===== src/rtl/input_dma_pkg.sv =====
// rtl/input_dma_pkg.sv - shared FSM encoding, word width and layout sizing for input_dma_controller
package input_dma_pkg;

  localparam int WORD_WIDTH = 16;

  typedef enum logic [1:0] {
    IDLE = 2'd0,
    COPY = 2'd1,
    DONE = 2'd2
  } dma_state_e;

  // Words needed for one region: one per input, or 16 inputs per word when packed.
  function automatic int calc_words(input int count, input int packed_mode);
    return (packed_mode != 0) ? (count + WORD_WIDTH - 1) / WORD_WIDTH : count;
  endfunction

endpackage


===== src/rtl/input_dma_controller_debouncer.sv =====
// rtl/input_dma_controller_debouncer.sv - two-flop synchroniser plus stability counter for one raw input
// A level change is accepted after DEBOUNCE_CYCLES consecutive differing samples.
module input_debouncer #(
  parameter int DEBOUNCE_CYCLES = 4
) (
  input  logic clk,
  input  logic reset,
  input  logic raw,
  output logic level,
  output logic rise
);

  localparam int CW = (DEBOUNCE_CYCLES > 1) ? $clog2(DEBOUNCE_CYCLES) : 1;
  localparam logic [CW-1:0] RELOAD = CW'(DEBOUNCE_CYCLES - 1);

  logic          sync0;
  logic          sync1;
  logic [CW-1:0] cnt;
  logic          settle;

  // settle marks the edge on which level will take the synchronised value
  assign settle = (sync1 != level) && (cnt == '0);
  assign rise   = settle && sync1;

  always_ff @(posedge clk or posedge reset) begin
    if (reset) begin
      sync0 <= 1'b0;
      sync1 <= 1'b0;
      level <= 1'b0;
      cnt   <= RELOAD;
    end else begin
      sync0 <= raw;
      sync1 <= sync0;
      if (sync1 == level) begin
        cnt <= RELOAD;
      end else if (cnt == '0) begin
        level <= sync1;
        cnt   <= RELOAD;
      end else begin
        cnt <= cnt - 1'b1;
      end
    end
  end

endmodule


===== src/rtl/input_dma_controller.sv =====
// rtl/input_dma_controller.sv - debounced input snapshot burst-written into data memory at BASE_ADDR
// Optional press-event region after the state words: define INPUT_DMA_EDGE_EVENTS_EN.
`ifndef KEY_NUM
`define KEY_NUM 4
`endif
`ifndef KEY_MEM
`define KEY_MEM 'h100
`endif
`ifndef DATA_ADDR_WIDTH
`define DATA_ADDR_WIDTH 12
`endif

module input_dma_controller
  import input_dma_pkg::*;
#(
  parameter int INPUT_COUNT     = `KEY_NUM,
  parameter int BASE_ADDR       = `KEY_MEM,
  parameter int ADDR_WIDTH      = `DATA_ADDR_WIDTH,
  parameter int PACKED          = 0,
  parameter int DEBOUNCE_CYCLES = 4
) (
  input  logic                   clk,
  input  logic                   reset,
  input  logic                   copy_start,
  input  logic [INPUT_COUNT-1:0] inputs_in,
  output logic                   busy,
  output logic                   done,
  output logic                   mem_dout_we,
  output logic [ADDR_WIDTH-1:0]  mem_dout_addr,
  output logic [WORD_WIDTH-1:0]  mem_dout
);

  localparam int W = calc_words(INPUT_COUNT, PACKED);
`ifdef INPUT_DMA_EDGE_EVENTS_EN
  localparam int T = 2 * W;
`else
  localparam int T = W;
`endif
  localparam int IDX_W  = (T > 1) ? $clog2(T) : 1;
  localparam int NWORDS = 2 ** IDX_W;

  localparam logic [ADDR_WIDTH-1:0] FIRST_ADDR = ADDR_WIDTH'(BASE_ADDR);
  localparam logic [IDX_W-1:0]      LAST_IDX   = IDX_W'(T - 1);

  localparam logic [1:0] S_IDLE = IDLE;
  localparam logic [1:0] S_COPY = COPY;
  localparam logic [1:0] S_DONE = DONE;

  if (INPUT_COUNT < 1 || INPUT_COUNT > 256) begin : g_bad_count
    $error("input_dma_controller: INPUT_COUNT must be 1..256");
  end
  if (DEBOUNCE_CYCLES < 1) begin : g_bad_debounce
    $error("input_dma_controller: DEBOUNCE_CYCLES must be >= 1");
  end
  if (64'(BASE_ADDR) + 64'(T) - 64'd1 >= (64'd1 << ADDR_WIDTH)) begin : g_bad_range
    $error("input_dma_controller: burst does not fit in the address space");
  end

  logic [INPUT_COUNT-1:0] debounced;
  logic [INPUT_COUNT-1:0] rise;
  logic [INPUT_COUNT-1:0] snapshot;
  logic [1:0]             state;
  logic [ADDR_WIDTH-1:0]  addr;
  logic [IDX_W-1:0]       idx;
  logic [WORD_WIDTH-1:0]  words [NWORDS];
  logic                   accept;

  // Highest input bit is slot 0, matching the legacy key ordering.
  for (genvar s = 0; s < INPUT_COUNT; s++) begin : g_slot
    input_debouncer #(
      .DEBOUNCE_CYCLES(DEBOUNCE_CYCLES)
    ) u_debouncer (
      .clk  (clk),
      .reset(reset),
      .raw  (inputs_in[INPUT_COUNT-1-s]),
      .level(debounced[s]),
      .rise (rise[s])
    );
  end

  assign accept = (state == S_IDLE) && copy_start;

  always_ff @(posedge clk or posedge reset) begin
    if (reset) begin
      state    <= S_IDLE;
      addr     <= FIRST_ADDR;
      idx      <= '0;
      snapshot <= '0;
    end else begin
      case (state)
        S_IDLE: begin
          if (copy_start) begin
            state    <= S_COPY;
            snapshot <= debounced;
            addr     <= FIRST_ADDR;
            idx      <= '0;
          end
        end
        S_COPY: begin
          if (idx == LAST_IDX) begin
            state <= S_DONE;
            addr  <= FIRST_ADDR;
            idx   <= '0;
          end else begin
            addr <= addr + 1'b1;
            idx  <= idx + 1'b1;
          end
        end
        S_DONE:  state <= S_IDLE;
        default: state <= S_IDLE;
      endcase
    end
  end

`ifdef INPUT_DMA_EDGE_EVENTS_EN
  logic [INPUT_COUNT-1:0] press_flags;
  logic [INPUT_COUNT-1:0] event_snap;

  // A rise landing on the capture edge is kept for the following copy.
  always_ff @(posedge clk or posedge reset) begin
    if (reset) begin
      press_flags <= '0;
      event_snap  <= '0;
    end else if (accept) begin
      event_snap  <= press_flags;
      press_flags <= rise;
    end else begin
      press_flags <= press_flags | rise;
    end
  end
`else
  logic unused_rise;
  logic unused_accept;
  assign unused_rise   = ^rise;
  assign unused_accept = accept;
`endif

  // State words first, then the event words in the same layout.
  for (genvar k = 0; k < NWORDS; k++) begin : g_word
    for (genvar b = 0; b < WORD_WIDTH; b++) begin : g_bit
      localparam int SLOT = (PACKED != 0) ? (k % W) * WORD_WIDTH + b : (k % W);
      if (k >= T || SLOT >= INPUT_COUNT) begin : g_zero
        assign words[k][b] = 1'b0;
      end else if (k < W) begin : g_state
        assign words[k][b] = snapshot[SLOT];
      end else begin : g_event
`ifdef INPUT_DMA_EDGE_EVENTS_EN
        assign words[k][b] = event_snap[SLOT];
`else
        assign words[k][b] = 1'b0;
`endif
      end
    end
  end

  assign busy          = (state != S_IDLE);
  assign done          = (state == S_DONE);
  assign mem_dout_we   = (state == S_COPY);
  assign mem_dout_addr = addr;
  assign mem_dout      = (state == S_COPY) ? words[idx] : '0;

endmodule


===== config.mk =====
export PLATFORM = sky130hd
export DESIGN_NAME = input_dma_controller
export DESIGN_NICKNAME = d
export VERILOG_FILES = /design/src/rtl/input_dma_pkg.sv /design/src/rtl/input_dma_controller_debouncer.sv /design/src/rtl/input_dma_controller.sv
export SDC_FILE = /design/constraint.sdc
export NUM_CORES = 1
export LEC_CHECK = 0
export BUFFER_PORTS_ARGS = -buffer_cell sky130_fd_sc_hd__buf_2
export CAP_MARGIN = 20
export CORE_AREA = 10 10 70 72
export DETAILED_ROUTE_END_ITERATION = 8
export DIE_AREA = 0 0 80 82
export PLACE_DENSITY = 0.77
export SKIP_CTS_REPAIR_TIMING = 1
export SLEW_MARGIN = 10
export SYNTH_ARGS = -nofsm -noshare
export SYNTH_HDL_FRONTEND = slang
export SYNTH_HIERARCHICAL = 1
export SYNTH_SLANG_ARGS = --single-unit
export TNS_END_PERCENT = 1

===== constraint.sdc =====
create_clock -name clk -period 1.8 [get_ports clk]
set_input_delay 0.36 -clock clk [delete_from_list [all_inputs] [get_ports clk]]
set_output_delay 0.36 -clock clk [all_outputs]
set_load 0.05 [all_outputs]

# Word-level counts from Yosys, hierarchy flattened
# Index checks and enable logic that the tools add are counted.
# classes
multipliers	0
add_sub_neg	6
eq_ne	9
bitwise	5
n_reduce_logical	14
shifts	0
div_mod_pow	0
magnitude_cmp	1
n_mux	21
# ops
op	count
16-bit 2-to-1 mux	3
16-bit binary-select mux with 2-bit select	1
12-bit 2-to-1 mux	2
2-bit 2-to-1 mux	12
12-bit case mux with 2 select lines	1
2-bit AND reduction	7
12-bit by 1-bit adder with 12-bit output (second input constant)	1
2-bit logical NOT	5
2-bit case mux with 2 select lines	2
2-bit by 1-bit subtractor with 2-bit output (second input constant)	4
1-bit == test	4
2-bit == test (second input constant)	2
1-bit NOT	4
2-bit nonzero test	2
3-bit >= comparator (second input constant)	1
2-bit NOT with 3-bit output	1
2-bit by 1-bit adder with 2-bit output (second input constant)	1
2-bit by 1-bit == test with 1-bit output (second input constant)	1
2-bit by 1-bit inequality test with 1-bit output (second input constant)	1
2-bit inequality test (second input constant)	1
# word_totals
elab_cells	76
latch_bits	0
reg_bits	40
memories	0
mem_bits_rw	0
in_bits	7
rom_bits	0
out_inout_bits	31

# Longest topological paths before layout
# Gate-level depths: netlist of the first run.
# logic_depth
depth_word	5
mapped_depth	7

# Hierarchy
# Netlist of the first run, hierarchy kept.
# by_module_without_submodules
module	n_inst	seq_area_each_um2	area_per_inst_um2	cells_each
input_dma_controller	1	501.7	1099.8	107
input_debouncer	4	127.6	187.7	16

# Worst setup path before layout of the first run
# Ideal clock, no wire load.
# synth_timing
kind	reg-to-output
from	reg state[1]
to	out mem_dout[10]
path_buffers	1
path_stages_with_launch	4
arrival_time_ps	1982
setup_slack_ps	-542
t_required_ps	1440
path_cell_list	dfrtp_1 -> and2b_1 -> and2_1 -> buf_4
# synth_between
elab_chain_cells	2
# synth_rtl
element	line_no	text
from (decl)	input_dma_controller.sv:62	logic [1:0] state;
from (signal assigned)	input_dma_controller.sv:85	state <= S_IDLE;
from (signal assigned)	input_dma_controller.sv:93	state <= S_COPY;
from (signal assigned)	input_dma_controller.sv:101	state <= S_DONE;
2-bit by 1-bit == test with 1-bit output	--	
via mem_dout_we	input_dma_controller.sv:28	output logic mem_dout_we,
16-bit 2-to-1 mux	input_dma_controller.sv:160	assign mem_dout = (state == S_COPY) ? words[idx] : '0;
to (decl)	input_dma_controller.sv:30	output logic [WORD_WIDTH-1:0] mem_dout
# The timed path passes the listed nets, and every way through them passes these cells.

# Worst setup path after layout of the first run
# layout_timing
from	reg idx[1]
to	out mem_dout[12]
# layout_between
elab_chain_cells	5
# layout_rtl
element	line_no	text
from (decl)	input_dma_controller.sv:64	logic [IDX_W-1:0] idx;
from (signal assigned)	input_dma_controller.sv:106	idx <= idx + 1'b1;
2-bit NOT with 3-bit output (implied by the code)	input_dma_controller.sv:160	
16-bit binary-select mux with 2-bit select	input_dma_controller.sv:160	
16-bit 2-to-1 mux (implied by the code) (2 in a row)	input_dma_controller.sv:160	
16-bit 2-to-1 mux	input_dma_controller.sv:160	
# No other way between the ends. The select of a mux whose other input is x is not followed.

==> flow_summary.html, run 1 <==
<table>
<tr><th>Metric</th><th>Value</th></tr>
<tr><th colspan="2">Global routing</th></tr>
<tr><td>Antenna violations before repair</td><td>0</td></tr>
<tr><td>Global route total overflow</td><td>0</td></tr>
<tr><td>Overall Global Routing Usage</td><td>0.118</td></tr>
<tr><td>Global-route wire length before repair</td><td>6090 µm</td></tr>
<tr><td>Maximum number of pins on one net before global-route repair</td><td>17</td></tr>
<tr><td>Via count of the first global-routing pass</td><td>1364</td></tr>
<tr><th colspan="2">Route</th></tr>
<tr><td>Post-DRT Antenna Nets</td><td>0</td></tr>
<tr><td>Total iterations of the first detailed-routing run</td><td>4</td></tr>
<tr><td>DR vias</td><td>1290</td></tr>
<tr><td>Sum of routed wire length over all layers</td><td>3590 µm</td></tr>
<tr><td>Average detailed-routed wire length per instance</td><td>14.3 µm</td></tr>
<tr><td>Drt drc</td><td>0</td></tr>
<tr><td>Detailed Route Iter0 Violations</td><td>60</td></tr>
<tr><td>Routed via count divided by cell count</td><td>5.14</td></tr>
<tr><th colspan="2">STA</th></tr>
<tr><td>Transition at the pin with the smallest max-transition slack</td><td>0.511 ns</td></tr>
<tr><td>Number of failing hold endpoints at the final stage</td><td>0</td></tr>
<tr><td>Min setup slack post-route</td><td>-0.255 ns</td></tr>
<tr><td>Highest clock rate</td><td>487 MHz</td></tr>
<tr><td>Relative slew slack</td><td>0.659</td></tr>
<tr><td>Setup tns final</td><td>-4.04 ns</td></tr>
<tr><td>Total setup violations reported at the end of the flow</td><td>16</td></tr>
<tr><td>Min cycle time layout</td><td>2.05 ns</td></tr>
<tr><td>Final clock period utilization by the worst path</td><td>1.14</td></tr>
<tr><td>Final count of pins violating max slew</td><td>0</td></tr>
<tr><td>Setup skew after layout</td><td>0.0127 ns</td></tr>
<tr><td>Setup repair after global routing missed its margin</td><td>yes</td></tr>
<tr><th colspan="2">Cells and area</th></tr>
<tr><td>Area growth, synth to finish</td><td>18.5%</td></tr>
<tr><td>Final instance area</td><td>0.00218 mm²</td></tr>
<tr><td>Final net count</td><td>215</td></tr>
<tr><td>Highest-count cells in the layout ignoring fill and taps</td><td>31 x sky130_fd_sc_hd__dfrtp_1, 21 x sky130_fd_sc_hd__buf_2, 18 x sky130_fd_sc_hd__inv_1</td></tr>
<tr><td>Final Core Density</td><td>0.608</td></tr>
<tr><td>Share of cells above drive strength 1</td><td>0.350</td></tr>
<tr><td>Leading cell type in the layout, fill and taps excluded</td><td>sky130_fd_sc_hd__dfrtp_1</td></tr>
<tr><td>Number of antenna repair diodes</td><td>0</td></tr>
<tr><th colspan="2">Critical path</th></tr>
<tr><td>Delay of the slowest cell on the worst path</td><td>0.54 ns</td></tr>
<tr><td>Category of the most critical setup path</td><td>reg2out</td></tr>
<tr><td>Worst reg2reg startpoint</td><td>idx[1]$_DFFE_PP0P_</td></tr>
<tr><td>R2r endpoint</td><td>mem_dout_addr[9]$_DFFE_PP0P_</td></tr>
<tr><td>Critical Path Source Type</td><td>register</td></tr>
<tr><td>CP endpoint kind</td><td>primary output</td></tr>
<tr><td>Depth of the most critical reg-to-reg path</td><td>4</td></tr>
<tr><td>Register-to-register setup slack</td><td>0.16 ns</td></tr>
<tr><td>Critical path data required time</td><td>1.44 ns</td></tr>
<tr><td>Highest net fanout along the worst path</td><td>8</td></tr>
<tr><td>Critical path, cell by cell</td><td>mux4_2 &gt; and2_4 &gt; buf_6</td></tr>
<tr><td>Slowest stage cell on the critical path</td><td>sky130_fd_sc_hd__mux4_2</td></tr>
<tr><td>CP Data Arrival Time</td><td>1.69 ns</td></tr>
<tr><th colspan="2">Synthesis</th></tr>
<tr><td>Yosys warnings</td><td>6</td></tr>
<tr><td>Syn_area_per_cell</td><td>11.0 µm²</td></tr>
<tr><td>Post-Synthesis Cell Area</td><td>0.00184 mm²</td></tr>
<tr><td>Synthesized netlist cell count</td><td>167</td></tr>
<tr><td>Syn nets</td><td>180</td></tr>
<tr><th colspan="2">Worst hold path</th></tr>
<tr><td>Cell count of the worst hold path</td><td>1</td></tr>
<tr><td>Path type of the worst min-delay path</td><td>in2reg</td></tr>
<tr><td>Hold Path Origin</td><td>inputs_in[3]</td></tr>
<tr><td>Endpoint, Worst Hold</td><td>g_slot[0].u_debouncer/sync0$_DFF_PP0_</td></tr>
<tr><th colspan="2">Job</th></tr>
<tr><td>Max-capacitance violation count</td><td>0</td></tr>
<tr><th colspan="2">Clocking</th></tr>
<tr><td>CTS H-tree depth</td><td>2</td></tr>
<tr><td>Clock network latency to the later pin of the worst-skew pair</td><td>0.35 ns</td></tr>
<tr><td>Clock transition time at the flip-flop clock pins of the worst setup and hold paths</td><td>0.12 ns</td></tr>
<tr><td>Clock buffer depth</td><td>2</td></tr>
<tr><td>Number of clock sinks seen by CTS</td><td>40</td></tr>
<tr><td>Clock tree from TritonCTS</td><td>done</td></tr>
<tr><td>TritonCTS buffer count</td><td>5</td></tr>
<tr><td>Clock root cell</td><td>sky130_fd_sc_hd__clkbuf_4</td></tr>
<tr><th colspan="2">Floorplanning</th></tr>
<tr><td>Die boundary width</td><td>80 µm</td></tr>
<tr><td>Total die area</td><td>0.00656 mm²</td></tr>
<tr><td>IO Count</td><td>38</td></tr>
<tr><td>Area of the core</td><td>0.00358 mm²</td></tr>
<tr><td>Die Ht</td><td>82 µm</td></tr>
<tr><td>Std cell rows</td><td>22</td></tr>
<tr><td>Initial core utilization</td><td>0.513</td></tr>
<tr><th colspan="2">Placed design</th></tr>
<tr><td>Detailed placement HPWL</td><td>2710 µm</td></tr>
<tr><td>Final weighted congestion in routability-driven placement</td><td>0.817</td></tr>
<tr><td>Placement-stage cell area</td><td>0.00200 mm²</td></tr>
<tr><td>Port bufs</td><td>37</td></tr>
<tr><td>Worst Setup Slack post-DPL</td><td>0.112 ns</td></tr>
<tr><th colspan="2">Run status</th></tr>
<tr><td>Status</td><td>finished with violations</td></tr>
<tr><td>Failing checks</td><td>negative setup slack</td></tr>
</table>
[through the flow]
step | instances | hold WS (ns)
detailed placement | 241 | 0.314
CTS | 249 | -0.0748
global placement | 241 | 0.312
finish | 251 | 0.101
global route | 251 | 0.0746
floorplan | 167 | 0.137
[critical path: cells and delay by family (launching register included)]
kind	cells	cell delay, ns
multiplexers	1	0.54
flip-flops	1	0.42
AND/OR/NAND/NOR	1	0.23
buffers and inverters	1	0.16
[area by class of cell]
type | instances | area (µm²)
clock inverters | 1 | 5.00
fillers | 278 | 1400
repair buffers | 45 | 348
clock buffers | 7 | 45.0
well taps | 48 | 60.1
flip-flops and latches | 40 | 1010
inverters | 18 | 67.6
multi-input cells | 92 | 638
[worst max-delay path by stage]
stage                                  from                             to  slack [ns]  cells after the start
6_report                 idx[1]$_DFFE_PP0P_                   mem_dout[12]       -0.25                      3
3_5_place_dp             idx[1]$_DFFE_PP0P_   mem_dout_addr[9]$_DFFE_PP0P_        0.11                      4
4_1_cts                  idx[1]$_DFFE_PP0P_                    mem_dout[9]       -0.29                      3
5_1_grt                  idx[1]$_DFFE_PP0P_                    mem_dout[4]       -0.32                      3
2_1_floorplan  mem_dout_addr[0]$_DFFE_PP0P_  mem_dout_addr[10]$_DFFE_PP0P_       -0.03                      5
3_3_place_gp             idx[1]$_DFFE_PP0P_  mem_dout_addr[10]$_DFFE_PP0P_        0.14                      4
[sequential cells by signal, summed over array words and instances, names as in the netlist]
name                      flops
mem_dout_addr                12
g_slot.u_debouncer/cnt        8
g_slot.u_debouncer/level      4
g_slot.u_debouncer/sync0      4
g_slot.u_debouncer/sync1      4
snapshot                      4
idx                           2
state                         2
[layer usage]
metal  global-route usage  routed length (µm)
met3               0.0524                 317
met4               0.0546                  58
met5                    0                   0
met2                0.197                1670
met1                0.128                1540
Power of run 1 is left out: the tool's default activity adds up to more than one toggle a clock period on the data nets, which glitch-free logic cannot reach.
==> run 2: changes to the inputs <==
==> constraint.sdc (replaced) <==
create_clock -name clk -period 2.2 [get_ports clk]
set_input_delay 0.44 -clock clk [delete_from_list [all_inputs] [get_ports clk]]
set_output_delay 0.44 -clock clk [all_outputs]
set_load 0.05 [all_outputs]
==> flow_summary.html, run 2 (same netlist as run 1, synthesis figures left out) <==
<table>
<tr><th>Metric</th><th>Value</th></tr>
<tr><th colspan="2">Run status</th></tr>
<tr><td>Status</td><td>complete, no violations</td></tr>
<tr><th colspan="2">Critical path</th></tr>
<tr><td>End of the critical path</td><td>mem_dout[4]</td></tr>
<tr><td>Highest net fanout along the worst path</td><td>16 (+8)</td></tr>
<tr><td>Instance count on the critical path</td><td>3 (unchanged)</td></tr>
<tr><td>CP Data Arrival Time</td><td>1.69 ns (about the same)</td></tr>
<tr><td>R2r endpoint</td><td>mem_dout_addr[3]$_DFFE_PP0P_</td></tr>
<tr><td>Critical path, cell by cell</td><td>mux4_2 &gt; and2_4 &gt; buf_4</td></tr>
<tr><td>CP endpoint kind</td><td>primary output</td></tr>
<tr><td>Crit. Startpoint</td><td>idx[1]$_DFFE_PP0P_</td></tr>
<tr><td>Depth of the most critical reg-to-reg path</td><td>6 (+2)</td></tr>
<tr><td>Buffers and inverters on the worst path</td><td>1 (unchanged)</td></tr>
<tr><td>Register-to-register setup slack</td><td>0.42 ns (+0.26 ns)</td></tr>
<tr><td>Delay of the slowest cell on the worst path</td><td>0.50 ns (-0.04 ns)</td></tr>
<tr><td>CP top delay family</td><td>multiplexers</td></tr>
<tr><td>Worst reg2reg startpoint</td><td>idx[0]$_DFFE_PP0P_</td></tr>
<tr><td>Critical path data required time</td><td>1.76 ns (+0.32 ns)</td></tr>
<tr><td>Category of the most critical setup path</td><td>reg2out</td></tr>
<tr><td>Slowest stage cell on the critical path</td><td>sky130_fd_sc_hd__mux4_2</td></tr>
<tr><td>Critical Path Source Type</td><td>register</td></tr>
<tr><th colspan="2">Cells and area</th></tr>
<tr><td>Leading cell type in the layout, fill and taps excluded</td><td>sky130_fd_sc_hd__dfrtp_1</td></tr>
<tr><td>Non-filler cells in the finished layout</td><td>245 (-2.4%)</td></tr>
<tr><td>Final instance area</td><td>0.00210 mm² (-3.5%)</td></tr>
<tr><td>Flip-flop count of the largest register after layout</td><td>12 (unchanged)</td></tr>
<tr><td>Final net count</td><td>209 (-2.8%)</td></tr>
<tr><td>Number of antenna repair diodes</td><td>0 (unchanged)</td></tr>
<tr><td>Area growth, synth to finish</td><td>14.4%</td></tr>
<tr><td>Share of cells above drive strength 1</td><td>0.330 (-0.0198)</td></tr>
<tr><td>Highest-count cells in the layout ignoring fill and taps</td><td>31 x sky130_fd_sc_hd__dfrtp_1, 21 x sky130_fd_sc_hd__buf_2, 18 x sky130_fd_sc_hd__inv_1, 18 x sky130_fd_sc_hd__buf_4, 17 x sky130_fd_sc_hd__nand2_1</td></tr>
<tr><th colspan="2">Route</th></tr>
<tr><td>Total iterations of the first detailed-routing run</td><td>4 (unchanged)</td></tr>
<tr><td>WL met1</td><td>1510 µm (-2.0%)</td></tr>
<tr><td>Detailed Route Iter0 Violations</td><td>95 (+58%)</td></tr>
<tr><td>Highest metal used</td><td>met4</td></tr>
<tr><td>Routed via count divided by cell count</td><td>5.12 (-0.41%)</td></tr>
<tr><td>Average detailed-routed wire length per instance</td><td>13.6 µm (-4.5%)</td></tr>
<tr><td>Sum of routed wire length over all layers</td><td>3340 µm (-6.8%)</td></tr>
<tr><td>Amount of wire on met2 after detailed routing</td><td>1480 µm (-11%)</td></tr>
<tr><td>DR vias</td><td>1254 (-2.8%)</td></tr>
<tr><td>Drt drc</td><td>0 (unchanged)</td></tr>
<tr><td>Post-DRT Antenna Nets</td><td>0 (unchanged)</td></tr>
<tr><td>Met3 Wirelength</td><td>306 µm (-3.5%)</td></tr>
<tr><th colspan="2">Floorplanning</th></tr>
<tr><td>Area of the core</td><td>0.00358 mm² (unchanged)</td></tr>
<tr><td>Die boundary width</td><td>80 µm (unchanged)</td></tr>
<tr><td>Total die area</td><td>0.00656 mm² (unchanged)</td></tr>
<tr><td>Initial core utilization</td><td>0.513 (unchanged)</td></tr>
<tr><td>Std cell rows</td><td>22 (unchanged)</td></tr>
<tr><td>IO Count</td><td>38 (unchanged)</td></tr>
<tr><td>Die Ht</td><td>82 µm (unchanged)</td></tr>
<tr><th colspan="2">Global routing</th></tr>
<tr><td>Maximum number of pins on one net before global-route repair</td><td>21 (+4)</td></tr>
<tr><td>Via count of the first global-routing pass</td><td>1207 (-12%)</td></tr>
<tr><td>Global route total overflow</td><td>0 (unchanged)</td></tr>
<tr><td>Antenna violations before repair</td><td>0 (unchanged)</td></tr>
<tr><td>Global-route wire length before repair</td><td>5560 µm (-8.6%)</td></tr>
<tr><td>Overall Global Routing Usage</td><td>0.107 (-0.0116)</td></tr>
<tr><th colspan="2">Placed design</th></tr>
<tr><td>Detailed placement HPWL</td><td>2480 µm (-8.3%)</td></tr>
<tr><td>Post-placement cell count</td><td>236 (-2.1%)</td></tr>
<tr><td>Final weighted congestion in routability-driven placement</td><td>0.707 (-13%)</td></tr>
<tr><td>Port bufs</td><td>37 (unchanged)</td></tr>
<tr><td>Placement-stage cell area</td><td>0.00196 mm² (-2.0%)</td></tr>
<tr><th colspan="2">STA</th></tr>
<tr><td>Relative slew slack</td><td>0.489 (-0.170)</td></tr>
<tr><td>Transition at the pin with the smallest max-transition slack</td><td>0.766 ns (+0.255 ns)</td></tr>
<tr><td>Final clock period utilization by the worst path</td><td>0.968</td></tr>
<tr><td>Setup skew after layout</td><td>0.00953 ns (-0.00322 ns)</td></tr>
<tr><td>Highest clock rate</td><td>469 MHz</td></tr>
<tr><td>Total setup violations reported at the end of the flow</td><td>0 (-16)</td></tr>
<tr><td>Min cycle time layout</td><td>2.13 ns</td></tr>
<tr><td>Final count of pins violating max slew</td><td>0 (unchanged)</td></tr>
<tr><td>Number of failing hold endpoints at the final stage</td><td>0 (unchanged)</td></tr>
<tr><td>Setup tns final</td><td>0 ns (+4.04 ns)</td></tr>
<tr><td>Setup repair after global routing missed its margin</td><td>yes</td></tr>
<tr><th colspan="2">Clocking</th></tr>
<tr><td>CTS H-tree depth</td><td>2 (unchanged)</td></tr>
<tr><td>Clock root cell</td><td>sky130_fd_sc_hd__clkbuf_4</td></tr>
<tr><td>TritonCTS buffer count</td><td>5 (unchanged)</td></tr>
<tr><td>Number of clock sinks seen by CTS</td><td>40 (unchanged)</td></tr>
<tr><td>Clock network latency to the later pin of the worst-skew pair</td><td>0.35 ns (about the same)</td></tr>
<tr><td>Clock transition time at the flip-flop clock pins of the worst setup and hold paths</td><td>0.13 ns (about the same)</td></tr>
<tr><td>Clock tree from TritonCTS</td><td>done</td></tr>
<tr><td>Clock buffer depth</td><td>2 (unchanged)</td></tr>
<tr><th colspan="2">Job</th></tr>
<tr><td>Max-capacitance violation count</td><td>0 (unchanged)</td></tr>
<tr><th colspan="2">Worst hold path</th></tr>
<tr><td>Path type of the worst min-delay path</td><td>in2reg</td></tr>
</table>
run 2: per-layer routing:
layer,vias to the layer above,GRT usage
met5,-,0
met4,0,0.0423
met3,7,0.0524
met2,41,0.172
met1,599,0.119
li1,607,-
run 2: worst register-to-register path: stages (launching register included):
cell                      delay, ns
sky130_fd_sc_hd__dfrtp_1       0.44
sky130_fd_sc_hd__ha_1          0.25
sky130_fd_sc_hd__or3b_1        0.51
sky130_fd_sc_hd__buf_4         0.23
sky130_fd_sc_hd__a31oi_1       0.13
sky130_fd_sc_hd__o21ai_0       0.08
sky130_fd_sc_hd__o21ai_0       0.07
run 2: worst min-delay path by stage:
stage          slack, ns                                       to                                   from  depth (start not counted)
5_1_grt             0.15    g_slot[1].u_debouncer/sync0$_DFF_PP0_                           inputs_in[2]                          1
6_report            0.18    g_slot[1].u_debouncer/sync0$_DFF_PP0_                           inputs_in[2]                          1
3_5_place_dp        0.34    g_slot[2].u_debouncer/sync1$_DFF_PP0_  g_slot[2].u_debouncer/sync0$_DFF_PP0_                          0
2_1_floorplan       0.22  g_slot[0].u_debouncer/level$_DFFE_PP0P_                                  reset                          1
4_1_cts           -0.007    g_slot[2].u_debouncer/sync0$_DFF_PP0_                                  reset                          2
3_3_place_gp        0.33    g_slot[1].u_debouncer/sync1$_DFF_PP0_  g_slot[1].u_debouncer/sync0$_DFF_PP0_                          0
run 2: per-stage QoR:
stage               hold WS [ns]  utilization  worst slack, ns
global route               0.154        0.587          -0.0123
detailed placement         0.336        0.549            0.364
CTS                     -0.00704        0.572          -0.0450
global placement           0.332        0.549            0.397
finish                     0.177        0.587           0.0698
floorplan                  0.217            -           0.0457
run 2: area by class of cell:
class                   count  area [µm²]
flip-flops and latches     40        1010
inverters                  18        67.6
clock buffers               5        37.5
repair buffers             40         250
clock inverters             3        46.3
multi-input cells          91         626
fillers                   323        1480
well taps                  48        60.1
Power of run 2 is left out for the same reason.
==> run 3: changes to the inputs <==
--- a/config.mk
+++ b/config.mk
@@ -11,6 +11,7 @@
 export DETAILED_ROUTE_END_ITERATION = 8
 export DIE_AREA = 0 0 80 82
 export PLACE_DENSITY = 0.77
+export SETUP_SLACK_MARGIN = 0.2
 export SKIP_CTS_REPAIR_TIMING = 1
 export SLEW_MARGIN = 10
 export SYNTH_ARGS = -nofsm -noshare
==> flow_summary.html, run 3 (same netlist as run 1, synthesis figures left out) <==
<table>
<tr><th>Metric</th><th>Value</th></tr>
<tr><th colspan="2">STA</th></tr>
<tr><td>Number of failing hold endpoints at the final stage</td><td>4 (+4)</td></tr>
<tr><td>Setup skew after layout</td><td>0.0105 ns (+0.00101 ns)</td></tr>
<tr><td>Hold_ws</td><td>-0.00750 ns (-0.185 ns)</td></tr>
<tr><td>Setup tns final</td><td>0 ns (unchanged)</td></tr>
<tr><td>Highest clock rate</td><td>471 MHz (+0.38%)</td></tr>
<tr><td>Setup repair after global routing missed its margin</td><td>yes</td></tr>
<tr><td>Final clock period utilization by the worst path</td><td>0.965 (-0.00371)</td></tr>
<tr><td>Total setup violations reported at the end of the flow</td><td>0 (unchanged)</td></tr>
<tr><td>Relative slew slack</td><td>0.516 (+0.0270)</td></tr>
<tr><td>Transition at the pin with the smallest max-transition slack</td><td>0.725 ns (-0.0405 ns)</td></tr>
<tr><td>Min cycle time layout</td><td>2.12 ns (-0.00816 ns)</td></tr>
<tr><td>Final count of pins violating max slew</td><td>0 (unchanged)</td></tr>
<tr><th colspan="2">Cells and area</th></tr>
<tr><td>Area growth, synth to finish</td><td>18.6%</td></tr>
<tr><td>Final net count</td><td>209 (unchanged)</td></tr>
<tr><td>Flip-flop count of the largest register after layout</td><td>12 (unchanged)</td></tr>
<tr><td>Highest-count cells in the layout ignoring fill and taps</td><td>31 x sky130_fd_sc_hd__dfrtp_1, 21 x sky130_fd_sc_hd__buf_2, 18 x sky130_fd_sc_hd__inv_1</td></tr>
<tr><td>Layout fillers</td><td>297 (-8.0%)</td></tr>
<tr><td>Number of antenna repair diodes</td><td>0 (unchanged)</td></tr>
<tr><td>Area of combinational cells with multiple inputs</td><td>636 µm² (+1.6%)</td></tr>
<tr><td>Final Core Density</td><td>0.608 (+0.0217)</td></tr>
<tr><td>Leading cell type in the layout, fill and taps excluded</td><td>sky130_fd_sc_hd__dfrtp_1</td></tr>
<tr><td>Share of cells above drive strength 1</td><td>0.335 (+0.00508)</td></tr>
<tr><td>Sequential cell area</td><td>0.00101 mm² (unchanged)</td></tr>
<tr><th colspan="2">Critical path</th></tr>
<tr><td>CP Data Arrival Time</td><td>1.68 ns (about the same)</td></tr>
<tr><td>Crit. Startpoint</td><td>idx[1]$_DFFE_PP0P_</td></tr>
<tr><td>Depth of the most critical reg-to-reg path</td><td>5 (-1)</td></tr>
<tr><td>Category of the most critical setup path</td><td>reg2out</td></tr>
<tr><td>Worst reg2reg startpoint</td><td>idx[1]$_DFFE_PP0P_</td></tr>
<tr><td>Register-to-register setup slack</td><td>0.27 ns (-0.15 ns)</td></tr>
<tr><td>Critical Path Source Type</td><td>register</td></tr>
<tr><td>Highest net fanout along the worst path</td><td>8 (-8)</td></tr>
<tr><td>CP endpoint kind</td><td>primary output</td></tr>
<tr><td>Critical path data required time</td><td>1.76 ns (about the same)</td></tr>
<tr><td>R2r endpoint</td><td>mem_dout_addr[11]$_DFFE_PP0P_</td></tr>
<tr><th colspan="2">Worst hold path</th></tr>
<tr><td>Path type of the worst min-delay path</td><td>in2async</td></tr>
<tr><th colspan="2">Route</th></tr>
<tr><td>Average detailed-routed wire length per instance</td><td>13.2 µm (-3.2%)</td></tr>
<tr><td>Sum of routed wire length over all layers</td><td>3240 µm (-3.2%)</td></tr>
<tr><td>Total iterations of the first detailed-routing run</td><td>4 (unchanged)</td></tr>
<tr><td>Post-DRT Antenna Nets</td><td>0 (unchanged)</td></tr>
<tr><td>Detailed Route Iter0 Violations</td><td>88 (-7.4%)</td></tr>
<tr><td>Drt drc</td><td>0 (unchanged)</td></tr>
<tr><td>DR vias</td><td>1251 (-0.24%)</td></tr>
<tr><td>Routed via count divided by cell count</td><td>5.11 (-0.24%)</td></tr>
<tr><th colspan="2">Run status</th></tr>
<tr><td>Failing checks</td><td>negative hold slack</td></tr>
<tr><td>Status</td><td>finished with violations</td></tr>
<tr><th colspan="2">Clocking</th></tr>
<tr><td>Clock network latency to the later pin of the worst-skew pair</td><td>0.36 ns (about the same)</td></tr>
<tr><td>Clock buffer depth</td><td>2 (unchanged)</td></tr>
<tr><td>Clock root cell</td><td>sky130_fd_sc_hd__clkbuf_4</td></tr>
<tr><td>TritonCTS buffer count</td><td>5 (unchanged)</td></tr>
<tr><td>CTS H-tree depth</td><td>2 (unchanged)</td></tr>
<tr><td>Clock tree from TritonCTS</td><td>done</td></tr>
<tr><td>Clock transition time at the flip-flop clock pins of the worst setup and hold paths</td><td>0.12 ns (about the same)</td></tr>
<tr><td>Number of clock sinks seen by CTS</td><td>40 (unchanged)</td></tr>
<tr><th colspan="2">Global routing</th></tr>
<tr><td>Routing layer with the top usage in global route</td><td>met2</td></tr>
<tr><td>Met3 global-route usage</td><td>0.0415 (-0.0109)</td></tr>
<tr><td>Maximum number of pins on one net before global-route repair</td><td>21 (unchanged)</td></tr>
<tr><td>Overall Global Routing Usage</td><td>0.0986 (-0.00804)</td></tr>
<tr><td>M2 GR Usage</td><td>0.150 (-0.0217)</td></tr>
<tr><td>Antenna violations before repair</td><td>0 (unchanged)</td></tr>
<tr><td>Global-route wire length before repair</td><td>5060 µm (-9.1%)</td></tr>
<tr><td>Via count of the first global-routing pass</td><td>1125 (-6.8%)</td></tr>
<tr><td>Met1 global-route usage</td><td>0.112 (-0.00739)</td></tr>
<tr><td>Global route total overflow</td><td>0 (unchanged)</td></tr>
<tr><th colspan="2">Floorplanning</th></tr>
<tr><td>Total die area</td><td>0.00656 mm² (unchanged)</td></tr>
<tr><td>Area of the core</td><td>0.00358 mm² (unchanged)</td></tr>
<tr><td>Std cell rows</td><td>22 (unchanged)</td></tr>
<tr><td>IO Count</td><td>38 (unchanged)</td></tr>
<tr><td>Initial core utilization</td><td>0.513 (unchanged)</td></tr>
<tr><td>Die boundary width</td><td>80 µm (unchanged)</td></tr>
<tr><td>Die Ht</td><td>82 µm (unchanged)</td></tr>
<tr><th colspan="2">Placed design</th></tr>
<tr><td>Final weighted congestion in routability-driven placement</td><td>0.759 (+7.3%)</td></tr>
<tr><td>Detailed placement HPWL</td><td>2320 µm (-6.5%)</td></tr>
<tr><td>Port bufs</td><td>37 (unchanged)</td></tr>
<tr><th colspan="2">Job</th></tr>
<tr><td>Max-capacitance violation count</td><td>0 (unchanged)</td></tr>
</table>
## run 3: worst max path at each step
stage	end	cells past startpoint	slack (ns)
after global routing	mem_dout[3]	3	0.02
after detailed placement	mem_dout_addr[11]$_DFFE_PP0P_	4	0.39
after global placement	mem_dout_addr[11]$_DFFE_PP0P_	4	0.42
final	mem_dout[6]	3	0.08
after floorplan	mem_dout_addr[10]$_DFFE_PP0P_	5	0.37
after CTS	mem_dout[15]	3	0.04
## run 3: final cells by class
type / count / share of cell area
flip-flops and latches: 40 / 0.465
multi-input cells: 92 / 0.292
repair buffers: 39 / 0.138
inverters: 18 / 0.0310
clock inverters: 2 / 0.0276
well taps: 48 / 0.0276
clock buffers: 6 / 0.0190
## run 3: through the flow
stage | instance area (µm²) | setup slack, ns | hold slack [ns] | cells
floorplan | 1840 | 0.367 | 0.217 | 167
global placement | 1960 | 0.416 | 0.333 | 235
detailed placement | 1960 | 0.386 | 0.339 | 235
CTS | 2060 | 0.0429 | -0.0111 | 243
global route | 2180 | 0.0168 | 0.00356 | 245
finish | 2180 | 0.0780 | -0.00750 | 245
## run 3: layer usage
| metal | share of wire | wire [µm] | up-vias |
|---|---|---|---|
| met5 | 0 | 0 | - |
| met4 | 0.024 | 79 | 0 |
| met3 | 0.083 | 269 | 7 |
| met2 | 0.44 | 1430 | 44 |
| met1 | 0.45 | 1460 | 590 |
| li1 | - | - | 610 |
## run 3: worst max-delay path, cell delays in order (launching register included)
cell and delay (ns):
sky130_fd_sc_hd__dfrtp_1 0.40, sky130_fd_sc_hd__mux4_2 0.53, sky130_fd_sc_hd__and2_4 0.23, sky130_fd_sc_hd__buf_6 0.16
Power of run 3 is left out for the same reason.
